[config.mk]
export PLATFORM = sky130hd
export DESIGN_NAME = gray_decode_sched
export DESIGN_NICKNAME = d
export VERILOG_FILES = /design/src/rtl/gray_decode_sched.sv
export SDC_FILE = /design/constraint.sdc
export NUM_CORES = 1
export LEC_CHECK = 0
export ABC_AREA = 1
export BUFFER_PORTS_ARGS = -buffer_cell sky130_fd_sc_hd__buf_2
export CAP_MARGIN = 40
export CORE_ASPECT_RATIO = 0.7
export CORE_UTILIZATION = 50
export DETAILED_ROUTE_END_ITERATION = 10
export GPL_TIMING_DRIVEN = 0
export PLACE_DENSITY = 0.72
export SYNTH_ARGS = -nofsm -noshare
export SYNTH_HDL_FRONTEND = slang
export SYNTH_SLANG_ARGS = --single-unit
[constraint.sdc]
create_clock -name clk -period 4.3 [get_ports clk]
set_input_delay 0.86 -clock clk [delete_from_list [all_inputs] [get_ports clk]]
set_output_delay 0.86 -clock clk [all_outputs]
set_load 0.01 [all_outputs]
[src/rtl/gray_decode_sched.sv]
// Shared Gray-to-binary decoder: captures per-channel Gray snapshots,
// arbitrates round-robin and streams decoded results with overrun flags.
//
// Ports:
//   clk, rst        rising-edge clock, synchronous active-high reset
//   req[N_CH]       one-cycle snapshot strobe per channel
//   gray_in         channel c word at gray_in[c*W +: W]
//   ovr_clr[N_CH]   clears the matching sticky overrun flag
//   out_valid/out_ready/out_ch/out_bin  decoded result stream
//   pending[N_CH]   captured but not yet granted
//   overrun[N_CH]   snapshot overwritten before it was granted
//   busy            FSM not idle or any snapshot pending
module gray_decode_sched #(
    parameter int N_CH = 8,
    parameter int W    = 10,
    localparam int CH_W = $clog2(N_CH)
) (
    input  logic                clk,
    input  logic                rst,
    input  logic [N_CH-1:0]     req,
    input  logic [N_CH*W-1:0]   gray_in,
    input  logic [N_CH-1:0]     ovr_clr,
    output logic                out_valid,
    input  logic                out_ready,
    output logic [CH_W-1:0]     out_ch,
    output logic [W-1:0]        out_bin,
    output logic [N_CH-1:0]     pending,
    output logic [N_CH-1:0]     overrun,
    output logic                busy
);

    typedef enum logic [1:0] {
        S_IDLE = 2'd0,
        S_DEC  = 2'd1,
        S_OUT  = 2'd2
    } state_t;

    state_t           state;
    state_t           state_nx;

    logic [W-1:0]     cap [N_CH];
    logic [W-1:0]     stage;
    logic [CH_W-1:0]  stage_ch;
    logic [CH_W-1:0]  rr;

    logic             any_pend;
    logic             grant_en;
    logic             grant;
    logic             load_out;
    logic             drop_valid;
    logic             gnt_found;
    logic [CH_W-1:0]  gnt_idx;
    logic [N_CH-1:0]  gnt_oh;
    logic [N_CH-1:0]  ovr_set;
    int               idx;

    function automatic logic [W-1:0] gray2bin(input logic [W-1:0] g);
        logic [W-1:0] b;
        b[W-1] = g[W-1];
        for (int i = W-2; i >= 0; i--) begin
            b[i] = b[i+1] ^ g[i];
        end
        return b;
    endfunction

    assign any_pend = |pending;
    assign busy     = (state != S_IDLE) | any_pend;

    // Round-robin: first pending channel after the last one granted.
    always_comb begin
        gnt_found = 1'b0;
        gnt_idx   = '0;
        idx       = 0;
        for (int k = 1; k <= N_CH; k++) begin
            idx = (int'(rr) + k) % N_CH;
            if (!gnt_found && pending[CH_W'(idx)]) begin
                gnt_found = 1'b1;
                gnt_idx   = CH_W'(idx);
            end
        end
    end

    assign grant   = grant_en & gnt_found;
    assign gnt_oh  = grant ? (N_CH'(1) << gnt_idx) : '0;
    // A re-capture on the granted channel is not an overrun: the old
    // value leaves through the grant on that very edge.
    assign ovr_set = req & pending & ~gnt_oh;

    always_ff @(posedge clk) begin
        if (rst) begin
            state <= S_IDLE;
        end else begin
            state <= state_nx;
        end
    end

    always_comb begin
        state_nx   = state;
        grant_en   = 1'b0;
        load_out   = 1'b0;
        drop_valid = 1'b0;
        unique case (state)
            S_IDLE: begin
                grant_en = 1'b1;
                if (any_pend) begin
                    state_nx = S_DEC;
                end
            end
            S_DEC: begin
                load_out = 1'b1;
                state_nx = S_OUT;
            end
            S_OUT: begin
                if (out_ready) begin
                    grant_en   = 1'b1;
                    drop_valid = 1'b1;
                    state_nx   = any_pend ? S_DEC : S_IDLE;
                end
            end
            default: begin
                state_nx = S_IDLE;
            end
        endcase
    end

    always_ff @(posedge clk) begin
        if (rst) begin
            for (int c = 0; c < N_CH; c++) begin
                cap[c] <= '0;
            end
            pending   <= '0;
            overrun   <= '0;
            stage     <= '0;
            stage_ch  <= '0;
            rr        <= CH_W'(N_CH-1);
            out_valid <= 1'b0;
            out_ch    <= '0;
            out_bin   <= '0;
        end else begin
            for (int c = 0; c < N_CH; c++) begin
                if (req[c]) begin
                    cap[c]     <= gray_in[c*W +: W];
                    pending[c] <= 1'b1;
                end else if (gnt_oh[c]) begin
                    pending[c] <= 1'b0;
                end
            end
            // Set wins over a same-edge clear.
            overrun <= ovr_set | (overrun & ~ovr_clr);
            if (grant) begin
                stage    <= cap[gnt_idx];
                stage_ch <= gnt_idx;
                rr       <= gnt_idx;
            end
            if (load_out) begin
                out_bin   <= gray2bin(stage);
                out_ch    <= stage_ch;
                out_valid <= 1'b1;
            end else if (drop_valid) begin
                out_valid <= 1'b0;
            end
        end
    end

endmodule

; ---- Word level (Yosys, flattened, before mapping)
; Memories as Yosys holds them, arrays and structs flattened. A register that Yosys moved wholly into a read port is not among the register bits.
; Cells that the tools add are included.
[totals]
reg_bits = 38
word_cells = 190
ram_bits = 80
mem_count = 1
in_bits = 99
output_inout_bits = 31
[memory_table]
columns = name, words, word_bits, rd, rd_ports_with_merged_regs, write_ports, line_no
row1 = cap, 8, 10, 1, 1, 8, 41  ; logic [W-1:0] cap [N_CH];
[classes]
magnitude_cmp = 8
muxes = 101
n_eq_ne = 4
bitwise_logic = 25
add_sub_neg = 8
n_shift = 1
reduce_logical = 27
[op_table]
columns = operator, n
row1 = 10-bit 2-to-1 mux, 8
row2 = 1-bit 2-to-1 mux, 72
row3 = "3-bit by 5-bit < comparator with 1-bit output, second input constant", 8
row4 = 8-bit bitwise AND, 3
row5 = 1-bit binary-select mux with 3-bit select, 8
row6 = 3-bit 2-to-1 mux, 8
row7 = 2-bit nonzero test, 10
row8 = 8-bit NOT, 2
row9 = "3-bit adder, second input constant", 4
row10 = 1-bit OR, 9
row11 = 1-bit bitwise XOR, 9
row12 = 8-bit 2-to-1 mux, 1
row13 = 8-bit OR, 1
row14 = 8-bit OR reduction, 1
row15 = "1-bit by 3-bit left shift with 8-bit output, first input constant", 1
row16 = 1-bit logical AND, 7
row17 = 1-bit logical NOT, 7
row18 = "3-bit by 1-bit adder with 3-bit output, second input constant", 2
row19 = "3-bit by 2-bit adder with 3-bit output, second input constant", 2
row20 = 2-bit case mux with 3 select lines, 1
row21 = 2-bit 2-to-1 mux, 2
row22 = "2-bit != test, second input constant", 2
row23 = "2-bit by 1-bit == test with 1-bit output, second input constant", 1
row24 = "2-bit == test, second input constant", 1
row25 = other kinds (4), 4

; ---- Logic depth before layout (Yosys ltp)
; Gate-level depths: netlist of the first run.
[logic_depth]
ltp_word = 31
mapped_depth = 24
depth_no_buf = 22

; ---- Worst setup path before layout of the first run
; Ideal clock, no wire load.
[synth_path]
kind = reg2out
startpoint = register, netlist name rr[1]
endpoint = output port busy
n_path_buf = 1
arrival_time_ps = 2078
path_stages_with_launch = 14
required_time_ps = 3440
path_slack_ps = 1362
cell_sequence = dfxtp_1 buf_4 clkinv_2 ha_1 inv_1 nand3_1 nand3_1 nand2_2 nor2_4 nand4_4 nor2_4 nand3_2 inv_2 nand3_1
[synth_lines]
columns = item, line_no
row1 = to (decl), 29  ; output logic busy

==> flow_metrics.tcl, run 1 <==
set metrics [dict create \
    cp.required_ns 3.44 \
    numPortBuffers 128 \
    wirelength_um 18000 \
    hold_path.class "register to register" \
    avgSynthCellArea_um2 7.80 \
    leakage_nw 4.22 \
    ys.flop_type "edfxtp_1" \
    syn-num-nets 959 \
    via_count 6058 \
    fp-row-count 34 \
    crit_chain "buf_4 > clkinv_2 > ha_1 > inv_1 > nand3_1 > nand3_1 > nand2_2 > nor2_4 > nand4_4 > nor2_4 > nand3_2 > inv_2 > nand3_1 > buf_2" \
    synth_area_mm2 0.00670 \
    globalplace.congestion 0.933 \
    synth_top_area_cell "edfxtp_1" \
    ios 130 \
    cts_buffers 17 \
    cts_tree "yes" \
    period_share_pct 93.9 \
    n_antenna_cell 0 \
    slowest_delay_ns 0.43 \
    synthCells 858 \
    die_x_um 140 \
    gr-total-overflow 0 \
    vias_per_cell 5.13 \
    met3_length_um 1310 \
    area_delta_synth_final_pct 21.3 \
    slew_viol_final 0 \
    crit_fanout 10 \
    cts_hold_buf 0 \
    synth_top_cell_area_share_pct 35.9 \
    final_common_cell "nand2_1" \
    cts_htree_levels 4 \
    cts_sinks 128 \
    period_minus_slack_ns 4.04 \
    critPathKind "register to primary output" \
    drt-initial-drc-count 476 \
    fmax_mhz 248 \
    root_buffer "clkbuf_16" \
    post_cts_resized 0 \
    drive_gt1_share_pct 22.2 \
    synth.distinct_cells 38 \
    peakVddDrop_v 0.000452 \
    clock_latency_ns 0.42 \
    worst_slew_pin_slew_ns 0.788 \
    p_per_area_mw_per_mm2 920 \
    grt_pass1_wl_um 29200 \
    dpl-instance-area_mm2 0.00754 \
    grt_start_max_net_pins 17 \
    grt_usage_pct 27.9 \
    whs_ns 0.464 \
    postCtsSetupRepairBufs 0 \
    setup_viol_count_final 0 \
    fin_skew_ns 0.00737 \
    antenna_left 0 \
    top_layer_used "met4" \
    clk_path_buf_depth 2 \
    hold_violations 0 \
    core_area_mm2 0.0127 \
    synth_area_leaders "edfxtp_1 (36%), nand2_1 (15%), dfxtp_1 (14%), inv_1 (6.5%), nand3_1 (6.4%)" \
    die_y_um 98.8 \
    firstDrtPassIters 5 \
    cp.arrival_ns 3.18 \
    maxCapViolations 0 \
    drc_errors 0 \
    yosysSeqAreaShare_pct 50.2 \
    antenna_found_initial 0 \
    outcome "completed" \
    fin_tns_setup_ns 0 \
    cpMostUsedCell "nand3_1" \
    clk_pin_slew_ns 0.06 \
    dp_hpwl_um 13400 \
    wl_met2_um 7540 \
    nets 1106 \
    die_area_mm2 0.0139 \
    synth-edff-count 80 \
    stdcell_area_mm2 0.00812 \
    crit_slowest_cell "ha_1" \
    start_kind "register" \
    async_reset_ff_share_pct 0 \
    ys_ff_latch 128 \
    wl_met1_um 8860 \
    start_util_pct 52.6 \
    utilization_pct 63.9 \
    critPathCaptureType "primary output" \
    most-common-layout-cells "nand2_1 (270), buf_2 (141), inv_1 (116)" \
    relSlewSlack_pct 47.5 \
    grt_pass1_vias 5704 \
    ys_warn_count 0 \
    wl_per_cell_um 15.3 \
    grt_setup_unrepaired "false" \
]
-- sequential cells by signal (all words and copies together) (netlist names) --
signal and flops:
cap 80, out_valid 1, rr 3, pending 8, stage_ch 3, out_bin 10, overrun 8, stage 10
out_ch 3, state 2
-- Yosys cell counts (2+ instances only) --
library cell / number
a31oi_1: 2
or2_2: 6
o21ai_1: 12
nand4_4: 2
dfxtp_1: 48
nand4_1: 4
inv_1: 116
buf_6: 6
clkbuf_1: 14
nor2_1: 110
xor2_1: 4
o21ai_2: 3
o211ai_1: 5
o21ai_0: 16
inv_2: 10
ha_1: 2
nand2_2: 5
nand3_2: 3
edfxtp_1: 80
nor2_4: 4
nand3_1: 85
a21oi_1: 10
buf_2: 13
nand3b_1: 11
nand2_1: 270
buf_4: 5
-- report_power, final --
part | switching [mW] | internal (mW)
sequential | 0.110 | 1.50
clock | 0.573 | 0.859
combinational | 3.01 | 1.42
total | 3.70 | 3.78
-- logic make-up (layout without fill, tap and decap cells) --
logic type               count (synthesis)  in the layout  share of synthesized area [%]
AND/OR/NAND/NOR                        504            504                           32.9
adder cells (fa/ha/maj)                  2              2                          0.374
AO/OA/AOI/OAI                           52             52                           4.77
XOR/XNOR                                 7              7                           1.31
flip-flops                             128            128                           50.2
buffers and inverters                  165            325                           10.5
-- final cells by class --
cell class / instances / area [µm²]
fill: 1092 / 4600
tap: 162 / 203
sequential: 128 / 3360
timing repair buffer: 128 / 641
buffer: 38 / 223
inverter: 127 / 478
clock buffer: 18 / 429
multi-input combinational: 565 / 2630
clock inverter: 14 / 155
-- worst paths after layout --
check | endpoint | slack (ns) | start | cells past startpoint
worst max-delay path | busy | 0.26 | rr[1]$_SDFFE_PP1P_ | 14
worst min-delay path | overrun[7]$_SDFF_PP0_ | 0.46 | overrun[7]$_SDFF_PP0_ | 2
worst max register to register | stage[7]$_SDFFE_PP0P_ | 0.79 | rr[1]$_SDFFE_PP1P_ | 23
worst min register to register | overrun[7]$_SDFF_PP0_ | 0.46 | overrun[7]$_SDFF_PP0_ | 2
-- layer usage --
layer / vias to the layer above / GRT usage [%]
met5: - / 0
met4: 0 / 9.89
met3: 30 / 5.49
met2: 248 / 41.0
met1: 2781 / 41.0
li1: 2999 / -
-- stage by stage --
step                      cells  setup slack, ns  total power, mW
final                      1180            0.260             7.47
after global routing       1180           0.0364             8.10
after CTS                  1180            0.318             7.40
after detailed placement   1148            0.769             5.94
after global placement     1148            0.756             5.93
after floorplan             858             1.36             4.80
-- critical path, delay by kind of cell, from the launching register on --
kind	cells	cell delay (ns)
adder cells (fa/ha/maj)	1	0.43
flip-flops	1	0.34
buffers and inverters	5	0.90
AND/OR/NAND/NOR	8	1.08
Note: power is estimated with default switching activity, not from simulation.
==> inputs of run 2 (changes only) <==
PLACE_DENSITY = 0.75   (was 0.72)
clock period = 3.41 ns   (was 4.3 ns; I/O delays follow)
==> run 2 against run 1 <==
Wire length about the same. Clock power is 17% higher. Combinational power is 30% higher. Count of clock-buffer cells in the layout did not move. Via count is 1.2% higher. Critical endpoint unchanged. Sequential power is 25% higher. Non-clock buffer count is 8 higher. Power is 27% higher. Final cell count rose by 0.68%. Setup slack got worse by 0.11 ns.
==> flow_metrics.tcl, run 2 (synthesis results as in run 1) <==
set metrics [dict create \
    reg2reg_depth 19 \
    seq_power_share_pct 21.3 \
    period_share_pct 95.5 \
    slowest_delay_ns 0.35 \
    final_common_cell "nand2_1" \
    drt-initial-drc-count 528 \
    slew_viol_final 0 \
    fp-row-count 34 \
    pwr-share-comb_pct 61.0 \
    maxCapViolations 0 \
    via_count 6128 \
    setup_viol_count_final 0 \
    cell_internal_pwr_mw 4.71 \
    period_minus_slack_ns 3.26 \
    most-common-layout-cells "nand2_1 (270), buf_2 (141), inv_1 (115)" \
    fin_skew_ns 0.00625 \
    nets 1114 \
    wirelength_um 18000 \
    crit_slowest_cell "dfxtp_1" \
    post-place-cells 1148 \
    worst_slack_ns 0.153 \
    die_area_mm2 0.0139 \
    utilization_pct 64.2 \
    top_register "cap" \
    antenna_left 0 \
    critPathKind "register to primary output" \
    core_area_mm2 0.0127 \
    clkPwrFrac_pct 17.7 \
    crit_fanout 8 \
    cts_sinks 128 \
    root_buffer "clkbuf_16" \
    clk_pin_slew_ns 0.06 \
    cts_tree "yes" \
    firstDrtPassIters 5 \
    place_ws_ns 0.0133 \
    clock_latency_ns 0.43 \
    start_util_pct 52.6 \
    drive_gt1_share_pct 23.2 \
    dpl-instance-area_mm2 0.00754 \
    clk_path_buf_depth 2 \
    critPathCaptureType "primary output" \
    cp.arrival_ns 2.58 \
    dp_hpwl_um 13300 \
    fin_total_pwr_mw 9.49 \
    wl_per_cell_um 15.2 \
    cts_buffers 17 \
    fmax_mhz 307 \
    hold_violations 0 \
    leakage_nw 4.24 \
    hold_path.class "register to register" \
    gr-total-overflow 0 \
    die_x_um 140 \
    die_y_um 98.8 \
    cts_htree_levels 4 \
    stdcell_area_mm2 0.00817 \
    outcome "completed" \
    fin_cells 1188 \
    antenna_found_initial 0 \
    peakVddDrop_v 0.000627 \
    ios 130 \
    swShare_pct 50.3 \
    fill_cells 1133 \
    largest_register_ffs 80 \
    start_kind "register" \
    grt_usage_pct 28.0 \
    relSlewSlack_pct 50.7 \
    area_delta_synth_final_pct 22.0 \
    globalplace.congestion 0.916 \
    drc_errors 0 \
    layout_top_registers "cap (80), out_bin (10), stage (10)" \
    cp.required_ns 2.73 \
    p_per_area_mw_per_mm2 1160 \
    crit_chain "buf_6 > clkinv_4 > ha_4 > inv_4 > nand3_1 > nand3_2 > nand2_2 > nor2_4 > nand4_4 > nor2_4 > nand3_2 > inv_2 > nand3_1 > buf_2" \
    grt_pass1_wl_um 29300 \
    worst_slew_pin_slew_ns 0.739 \
    vias_per_cell 5.16 \
    p_sw_mw 4.77 \
    grt_start_max_net_pins 17 \
    n_antenna_cell 0 \
    cts_hold_buf 0 \
    grt_pass1_vias 5865 \
    min_path_cells 2 \
    numPortBuffers 128 \
]
## run 2: cell count changes in the layout (fill, tap and decap cells not counted)
cell,change
buf_4,+7
nand3_1,-1
inv_4,+1
clkinv_4,+2
ha_1,-1
bufinv_16,-2
inv_1,-1
dfxtp_1,-1
dfxtp_2,+1
ha_4,+1
buf_6,+1
nand3_2,+1
## run 2: final timing paths
kind | start | end | slack [ns]
worst max register to register | rr[1]$_SDFFE_PP1P_ | pending[1]$_SDFFE_PP0P_ | 0.32
worst min register to register | overrun[6]$_SDFF_PP0_ | overrun[6]$_SDFF_PP0_ | 0.46
worst min-delay path | overrun[6]$_SDFF_PP0_ | overrun[6]$_SDFF_PP0_ | 0.46
worst max-delay path | rr[1]$_SDFFE_PP1P_ | busy | 0.15
## run 2: per-stage QoR
step	hold slack, ns	setup TNS, ns
global placement	0.452	-0.0270
floorplan	0.441	0
detailed placement	0.455	0
global route	0.467	-0.00162
finish	0.463	0
CTS	0.458	0
## run 2: area by class of cell
| cell class | instances | area [µm²] | share of cell area, % |
|---|---|---|---|
| inverters | 127 | 484 | 5.93 |
| repair buffers | 136 | 701 | 8.58 |
| clock buffers | 18 | 429 | 5.26 |
| plain buffers | 38 | 226 | 2.77 |
| well taps | 162 | 203 | 2.48 |
| flip-flops and latches | 128 | 3360 | 41.2 |
| clock inverters | 14 | 109 | 1.33 |
| multi-input cells | 565 | 2650 | 32.4 |
## run 2: power groups by stage
stage | clock (mW) | sequential, mW | combinational (mW)
6_report | 1.68 | 2.02 | 5.78
5_1_grt | 1.76 | 2.05 | 6.40
4_1_cts | 1.68 | 2.02 | 5.59
3_5_place_dp | 0 | 2.05 | 5.46
3_3_place_gp | 0 | 2.05 | 5.40
2_1_floorplan | 0 | 2.06 | 4.00
## run 2: critical path, delay by kind of cell, from the launching register on
family	cells	cell delay, ns
adder cells (fa/ha/maj)	1	0.27
flip-flops	1	0.35
buffers and inverters	5	0.59
AND/OR/NAND/NOR	8	0.93
## run 2: what timing repair did
| action | in CTS | in global routing |
|---|---|---|
| setup buffers | 1 | 7 |
| hold endpoints to repair | 0 | 0 |
| gates resized for setup | 7 | 1 |
| pin swaps | 1 | 1 |
| endpoints found under the setup margin | 14 | 1 |
## run 2: per-layer routing
layer / GRT usage, % / vias up / share of wire [%]
li1: - / 3023 / -
met1: 39.5 / 2815 / 47
met2: 41.5 / 261 / 42
met3: 6.90 / 29 / 8.5
met4: 11.2 / 0 / 2.1
met5: 0 / - / 0
==> inputs of run 3 (changes only) <==
PLACE_DENSITY = 0.72   (was 0.75)
clock period = 3.3 ns   (was 3.41 ns; I/O delays follow)
==> run 3 against run 2 <==
Setup slack lost 0.013 ns. Via count fell by 1.7%. Critical path depth decreased by 1. First-iteration DRC count shrank 0.95%. Flip-flop and latch count unchanged. Count of clock-buffer cells in the layout unchanged. Clock power grew 11%. Final cell count fell by 0.42%. Hold slack gained 0.0013 ns. Sequential share of layout area decreased by 0.12 points. Non-clock buffer count decreased by 5. Design area grew 0.34%. Largest cell class unchanged. Highest routed layer unchanged.
==> flow_metrics.tcl, run 3 (synthesis results as in run 1) <==
set metrics [dict create \
    setup_viol_count_final 0 \
    relSlewSlack_pct 48.4 \
    die_x_um 140 \
    fin_cells 1183 \
    final_common_cell "nand2_1" \
    globalplace.congestion 0.933 \
    area_delta_synth_final_pct 22.4 \
    grt_pass1_wl_um 29200 \
    utilization_pct 64.4 \
    firstDrtPassIters 5 \
    wirelength_um 18100 \
    cp.required_ns 2.64 \
    most-common-layout-cells "nand2_1 (270), buf_2 (141), inv_1 (115)" \
    critPathKind "register to primary output" \
    grt_usage_pct 28.0 \
    die_area_mm2 0.0139 \
    drt-initial-drc-count 523 \
    outcome "completed" \
    peakVddDrop_v 0.000590 \
    p_per_area_mw_per_mm2 1200 \
    root_buffer "clkbuf_16" \
    post-place-cells 1148 \
    clk_pin_slew_ns 0.06 \
    start_util_pct 52.6 \
    grt_setup_unrepaired "false" \
    period_share_pct 95.8 \
    drc_errors 0 \
    grt_pass1_vias 5724 \
    worst_slew_pin_slew_ns 0.774 \
    top_register "cap" \
    period_minus_slack_ns 3.16 \
    via_count 6022 \
    layout_top_registers "cap (80), out_bin (10), stage (10)" \
    hold_violations 0 \
    numPortBuffers 128 \
    fmax_mhz 316 \
    antenna_found_initial 0 \
    clock_latency_ns 0.42 \
    antenna_left 0 \
    largest_register_ffs 80 \
    nets 1109 \
    fill_cells 1084 \
    leakage_nw 4.24 \
    slew_viol_final 0 \
    clk_path_buf_depth 2 \
    maxCapViolations 0 \
    cp.arrival_ns 2.50 \
    crit_fanout 8 \
    fin_skew_ns 0.00711 \
    core_area_mm2 0.0127 \
    hold_path.class "register to register" \
    vias_per_cell 5.09 \
    cts_tree "yes" \
    grt_start_max_net_pins 17 \
    cts_buffers 17 \
    cts_htree_levels 4 \
    cts_sinks 128 \
    drive_gt1_share_pct 23.1 \
    gr-total-overflow 0 \
    dp_hpwl_um 13400 \
    critPathCaptureType "primary output" \
    die_y_um 98.8 \
    start_kind "register" \
    wl_per_cell_um 15.3 \
    ios 130 \
    n_antenna_cell 0 \
    fp-row-count 34 \
]
-- run 3: cell count changes in the layout (fill, tap and decap cells not counted), sizes merged --
cell and change:
buf -5, bufinv +2, clkinv -2
-- run 3: final cells by class --
| cell class | count | area [µm²] | share of cell area (%) |
|---|---|---|---|
| Multi-Input combinational cell | 565 | 2660 | 32.5 |
| Inverter | 127 | 487 | 5.94 |
| Buffer | 38 | 226 | 2.76 |
| Sequential cell | 128 | 3370 | 41.1 |
| Clock inverter | 14 | 155 | 1.89 |
| Tap cell | 162 | 203 | 2.47 |
| Clock buffer | 18 | 429 | 5.24 |
| Timing Repair Buffer | 131 | 663 | 8.09 |
-- run 3: power breakdown --
| group | switching [mW] | internal [mW] |
|---|---|---|
| clock network | 0.746 | 1.12 |
| logic | 3.98 | 1.92 |
| registers | 0.147 | 1.96 |
| total | 4.87 | 5.00 |
-- run 3: timing repair --
action                                  in CTS  in global routing
endpoints found under the setup margin      24                  1
hold buffers                                 0                  0
pin swaps                                    1                  1
buffers inserted                             2                  1
gates cloned                                 0                  0
resized for setup                            8                  5
-- run 3: layer usage --
| layer | wire length (µm) | vias to the layer above | track usage [%] |
|---|---|---|---|
| met4 | 310 | 0 | 9.89 |
| met3 | 1280 | 30 | 5.49 |
| met1 | 8980 | 2766 | 41.1 |
| li1 | - | 3000 | - |
| met2 | 7520 | 226 | 41.2 |
| met5 | 0 | - | 0 |
-- run 3: worst max-delay path, cell delays in order, from the launching register on --
cell      delay [ns]
dfxtp_2         0.34
buf_6           0.11
clkinv_4        0.09
ha_4            0.34
nand3_1         0.14
nand3_2         0.14
nand2_2         0.10
nor2_4          0.12
nand4_4         0.13
nor2_4          0.15
nand3_2         0.09
inv_2           0.11
nand3_1         0.07
buf_2           0.14
-- run 3: final timing paths --
kind,startpoint,slack [ns],to,depth (start not counted)
hold reg to reg,overrun[7]$_SDFF_PP0_,0.46,overrun[7]$_SDFF_PP0_,2
setup reg to reg,rr[1]$_SDFFE_PP1P_,0.35,stage[7]$_SDFFE_PP0P_,23
setup / recovery,rr[1]$_SDFFE_PP1P_,0.14,busy,13
hold / removal,overrun[7]$_SDFF_PP0_,0.46,overrun[7]$_SDFF_PP0_,2
-- run 3: through the flow --
stage / instance area (µm²) / setup WS (ns) / power (mW) / hold WS [ns] / TNS [ns]
2_1_floorplan: 6700 / 0.562 / 6.26 / 0.441 / 0
3_3_place_gp: 7540 / -0.0539 / 7.72 / 0.450 / -0.468
3_5_place_dp: 7540 / -0.0560 / 7.74 / 0.457 / -0.553
4_1_cts: 8170 / 0.0892 / 9.70 / 0.457 / 0
5_1_grt: 8190 / 0.00675 / 10.7 / 0.489 / 0
6_report: 8190 / 0.139 / 9.87 / 0.464 / 0
